[src/rtl/dec_pkg.sv]
// Shared constants, the one-hot word type and a reference decode helper for
// the binary-to-one-hot decoder family.
package dec_pkg;

  localparam int DEC_IN_W_DEFAULT  = 3;
  localparam int DEC_OUT_W_DEFAULT = 1 << DEC_IN_W_DEFAULT;

  typedef logic [DEC_OUT_W_DEFAULT-1:0] onehot_t;

  // Default-width decode: bit[code] set, all others clear.
  function automatic onehot_t onehot(input logic [DEC_IN_W_DEFAULT-1:0] code);
    onehot_t vec;
    vec       = '0;
    vec[code] = 1'b1;
    return vec;
  endfunction

endpackage

[src/rtl/dec_onehot.sv]
// Combinational IN_W-to-OUT_W one-hot decode, gated by en.
// An all-zero result means "no select this cycle".
module dec_onehot #(
  parameter  int IN_W  = 3,
  localparam int OUT_W = 1 << IN_W
) (
  input  logic [IN_W-1:0]  in,
  input  logic             en,
  output logic [OUT_W-1:0] dec
);

  always_comb begin
    dec = '0;
    for (int i = 0; i < OUT_W; i++) begin
      dec[i] = en && (in == IN_W'(i));
    end
  end

endmodule

[src/rtl/dec_3to8.sv]
// Registered binary-to-one-hot decoder with enable and an "any strobe" flag.
// Build option DEC_HOLD_EN: en=0 holds the previous out/active instead of clearing.
module dec_3to8
  import dec_pkg::*;
#(
  parameter  int IN_W  = DEC_IN_W_DEFAULT,
  localparam int OUT_W = 1 << IN_W
) (
  input  logic             clk,
  input  logic             rst,
  input  logic [IN_W-1:0]  in,
  input  logic             en,
  output logic [OUT_W-1:0] out,
  output logic             active
);

  logic [OUT_W-1:0] dec;

  dec_onehot #(.IN_W(IN_W)) u_dec (
    .in  (in),
    .en  (en),
    .dec (dec)
  );

  // active is registered from the same decode so it always tracks |out.
  always_ff @(posedge clk or posedge rst) begin
    if (rst) begin
      out    <= '0;
      active <= 1'b0;
    end else begin
`ifdef DEC_HOLD_EN
      if (en) begin
        out    <= dec;
        active <= |dec;
      end
`else
      out    <= dec;
      active <= |dec;
`endif
    end
  end

endmodule

[config.mk]
export PLATFORM = sky130hd
export DESIGN_NAME = dec_3to8
export DESIGN_NICKNAME = d
export VERILOG_FILES = /design/src/rtl/dec_pkg.sv /design/src/rtl/dec_onehot.sv /design/src/rtl/dec_3to8.sv
export SDC_FILE = /design/constraint.sdc
export NUM_CORES = 1
export LEC_CHECK = 0
export CORE_AREA = 2 2 39 41
export CTS_CLUSTER_SIZE = 25
export DETAILED_ROUTE_END_ITERATION = 7
export DIE_AREA = 0 0 41 43
export GPL_TIMING_DRIVEN = 0
export PLACE_DENSITY = 0.48
export SYNTH_ARGS = -nofsm -noshare
export SYNTH_HDL_FRONTEND = slang
export SYNTH_SLANG_ARGS = --single-unit
[constraint.sdc]
create_clock -name clk -period 0.8 [get_ports clk]
set_input_delay 0.24 -clock clk [delete_from_list [all_inputs] [get_ports clk]]
set_output_delay 0.24 -clock clk [all_outputs]
set_load 0.02 [all_outputs]
Word-level counts from Yosys, hierarchy flattened. Index checks and enable logic that the tools add are counted.

Register bits after elaboration: 9. Bits of input ports: 6. Output and inout port bits: 9. Word-level logic and storage cells: 19.

Equal/unequal tests: 7. Reduce and logical (&&, ||, !) cells: 10.

Operators by type and width (number): 3-bit equality test, second input constant (4); 1-bit logical AND (8); 8-bit OR reduction (1); 3-bit by 2-bit equality test with 1-bit output, second input constant (2); 3-bit by 1-bit equality test with 1-bit output, second input constant (1); 3-bit logical NOT (1).

Depth between registers and ports, before layout.
Word-level depth: 3. Gate-level depth with buffers: 1. Mapped depth without buffers: 1.

Cells and area by module. Synthesis repeated with hierarchy kept, for this count alone.

Cells, all modules: 21. Area total of the unflattened synthesis: 340.3 um^2.

By module, submodules not included: dec_3to8 (times used 1, cells each 13, area an instance 245.2 um^2, seq. area each 225.2 um^2); dec_onehot (times used 1, cells each 8, area an instance 95.1 um^2, seq. area each 0.0 um^2).

Worst setup path after synthesis. OpenSTA, ideal clock, no wires.

Path type: reg-to-output. Start: reg active. End: out active. Data arrival time: 0.416 ns. Data required time: 0.560 ns. Setup slack: 0.144 ns. Cell stages (with the launch flop): 1. Buffers on the path: 0. Cell sequence: dfrtp_1.

RTL lines: start: declaration (RTL line dec_3to8.sv:14) `output logic active`; start signal: assignment (RTL line dec_3to8.sv:38) `active <= |dec;`.

No word-level cell between the ends.

Worst setup path in the final report.
Start: reg out[0]. End: out out[0].

RTL lines: start: declaration (RTL line dec_3to8.sv:13) `output logic [OUT_W-1:0] out,`; start signal: assignment (RTL line dec_3to8.sv:28) `out <= '0;`; start signal: assignment (RTL line dec_3to8.sv:37) `out <= dec;`.

No word-level cell between the ends.

==> results.py <==
metrics = {
    "outcome": {
        "status": "finished with violations",
        "violated_checks": "negative setup slack",
    },
    "detailed_routing": {
        "avgViaCountPerCell": 4.08,
        "avgRoutedWirePerCell_um": 9.96,
        "route.vias.total": 216,
        "finalWirelength_um": 528,
        "number_of_routed_nets_with_antenna_violations": 0,
        "drt_drc_violations_left": 0,
        "drt_first_pass_iters": 1,
        "dr.first_iter.drc_count": 0,
    },
    "pwr": {
        "power.leakage_uw": 0.000263,
        "swShare_pct": 21.7,
        "p_per_area_nw_per_um2": 1750,
        "combPwrFrac_pct": 11.3,
        "clock_power_share_pct": 36.6,
        "power.switching_uw": 197,
        "p_int_uw": 712,
        "share_seq_of_total_power_pct": 52.1,
        "peakVddDrop_uv": 481,
    },
    "critical_path": {
        "worst_ep_required_time_ns": 0.56,
        "start_kind": "flop",
        "end_kind": "primary output",
        "critical-path-top-delay-family": "flip-flops",
        "path_max_fanout": 1,
        "timing.critical_path.cells": "buf_6",
        "critPathArrivalTime_ns": 0.76,
        "critPathMaxStageDelay_ns": 0.38,
        "slowest_stage": "dfrtp_1",
        "timing.critical_path.buf_inv": 1,
        "setup.worst_path.class": "flop to primary output",
    },
    "timing": {
        "min_period_ns": 1.00,
        "fin_tns_setup_ns": -1.70,
        "report.final.setup_viol": 9,
        "slew_hr_pct": 79.0,
        "final.period_utilization_pct": 125,
        "rsz0062_at_grt": "true",
        "fmax_mhz": 996,
        "number_of_max_slew_violations_in_the_final_report": 0,
        "hold_viol_final": 0,
        "finalWorstSetupSlack_ns": -0.204,
        "tightest_slew_ns": 0.315,
    },
    "synthesis": {
        "syn_area_sq_um": 328,
        "yosys_warnings": 0,
        "postSynthNetCount": 25,
        "synth.ff_latch_count": 9,
        "sequential_area_share_after_synthesis_pct": 68.7,
        "synth_cells": 19,
        "netlist-cell-type-count": 9,
        "synthesis.area_per_instance_sq_um": 17.3,
    },
    "cts": {
        "cts-resized-gates": 58,
        "tritoncts": "built",
        "clock-root-buffer": "clkbuf_4",
        "cts_post_setup_buffers_inserted": 0,
        "clock-sinks": 9,
        "number_of_buffers_created_by_cts": 3,
        "number_of_buffers_between_clock_root_and_the_deepest_sink": 2,
        "worst_setup_hold_path_clk_slew_ns": 0.06,
        "ctsHtreeMaxLevel": 1,
        "cts_hold_buf": 0,
    },
    "placement": {
        "gp_routability_congestion": 0.647,
        "hpwl_um": 396,
        "placedCellCount": 49,
        "numPortBuffers": 14,
    },
    "floorplanning": {
        "floorplan.initialDensity_pct": 23.7,
        "chipWidth_um": 41,
        "pin_count": 15,
        "rows": 14,
        "die_area_sq_um": 1760,
        "core_area_sq_um": 1380,
        "die_h_um": 43,
    },
    "global_route": {
        "grt_start_max_net_pins": 10,
        "via_count_of_the_first_global_routing_pass": 237,
        "total_track_usage_pct": 9.27,
        "wire_length_of_the_first_global_routing_pass_um": 979,
        "grt_antenna_before_repair": 0,
        "grt-ovfl-total": 0,
    },
    "finish": {
        "area.sequential_sq_um": 225,
        "multi_input_comb_area_sq_um": 95.1,
        "nFillCells": 138,
        "area_growth_syn_to_layout_pct": 58.8,
        "final_net_count": 44,
        "num_antenna_cells": 0,
        "post_layout_nonfiller_instances": 53,
        "mostFrequentLayoutCells": "dfrtp_1, buf_6, dlygate4sd2_1",
        "drive_gt1_share_pct": 45.9,
    },
    "worst_hold_path": {
        "hold_path.class": "input port to asynchronous set/reset pin",
    },
    "job": {
        "number_of_max_cap_violations": 0,
    },
}
==> layout make-up <==
type / instances / area share [%]
flip-flops and latches: 9 / 43.3
repair buffers: 14 / 28.1
well taps: 16 / 3.85
inverters: 1 / 0.721
plain buffers: 1 / 0.721
multi-input cells: 8 / 18.3
clock buffers: 4 / 5.05
==> synth_stat cells <==
master	n	area share (%)
and4bb_2	1	3.8
dfrtp_1	9	69
inv_1	1	1.1
and4_2	1	3.1
and4bb_1	2	7.6
and4b_1	1	3.1
clkbuf_1	1	1.1
nor4b_2	1	4.6
and4b_2	2	6.9
==> per-layer routing <==
metal	track usage [%]	share of wire [%]
met5	0	0
met4	14.0	4.5
met3	1.57	8.1
met2	11.3	45
met1	10.4	42
==> cells by family after synthesis <==
logic type,Yosys count,synth area share [%]
buffers and inverters,2,2.29
DFF,9,68.7
and+or+nand+nor,8,29.0
==> per-stage QoR <==
| stage | power, uW | hold slack, ns | utilization, % | setup slack, ns | instance area (sq um) |
|---|---|---|---|---|---|
| CTS | 928 | 0.235 | 37.6 | -0.223 | 520 |
| finish | 909 | 0.234 | 37.6 | -0.204 | 520 |
| global route | 987 | 0.275 | 37.6 | -0.246 | 520 |
| global placement | 586 | 0.510 | 35.3 | -0.397 | 488 |
| floorplan | 520 | 0.0679 | - | 0.144 | 328 |
| detailed placement | 589 | 0.512 | 35.3 | -0.418 | 488 |
==> flip-flops by register name, indices dropped and copies added, names as in the netlist <==
register  count
out           8
active        1
==> worst max path at each step <==
stage	startpoint	endpoint	slack, ns	depth (start not counted)
detailed placement	in[2]	out[1]$_DFF_PP0_	-0.42	2
global route	out[0]$_DFF_PP0_	out[0]	-0.25	1
global placement	in[2]	out[1]$_DFF_PP0_	-0.40	2
finish	out[0]$_DFF_PP0_	out[0]	-0.20	1
CTS	out[0]$_DFF_PP0_	out[0]	-0.22	1
floorplan	active$_DFF_PP0_	active	0.14	0
==> power by group through the flow <==
stage	clock network (uW)	registers [uW]	logic [uW]
global placement	0	479	107
CTS	349	474	105
finish	333	474	103
floorplan	0	497	23.7
global route	398	474	114
detailed placement	0	480	109
(Power assumes the default switching activity.)
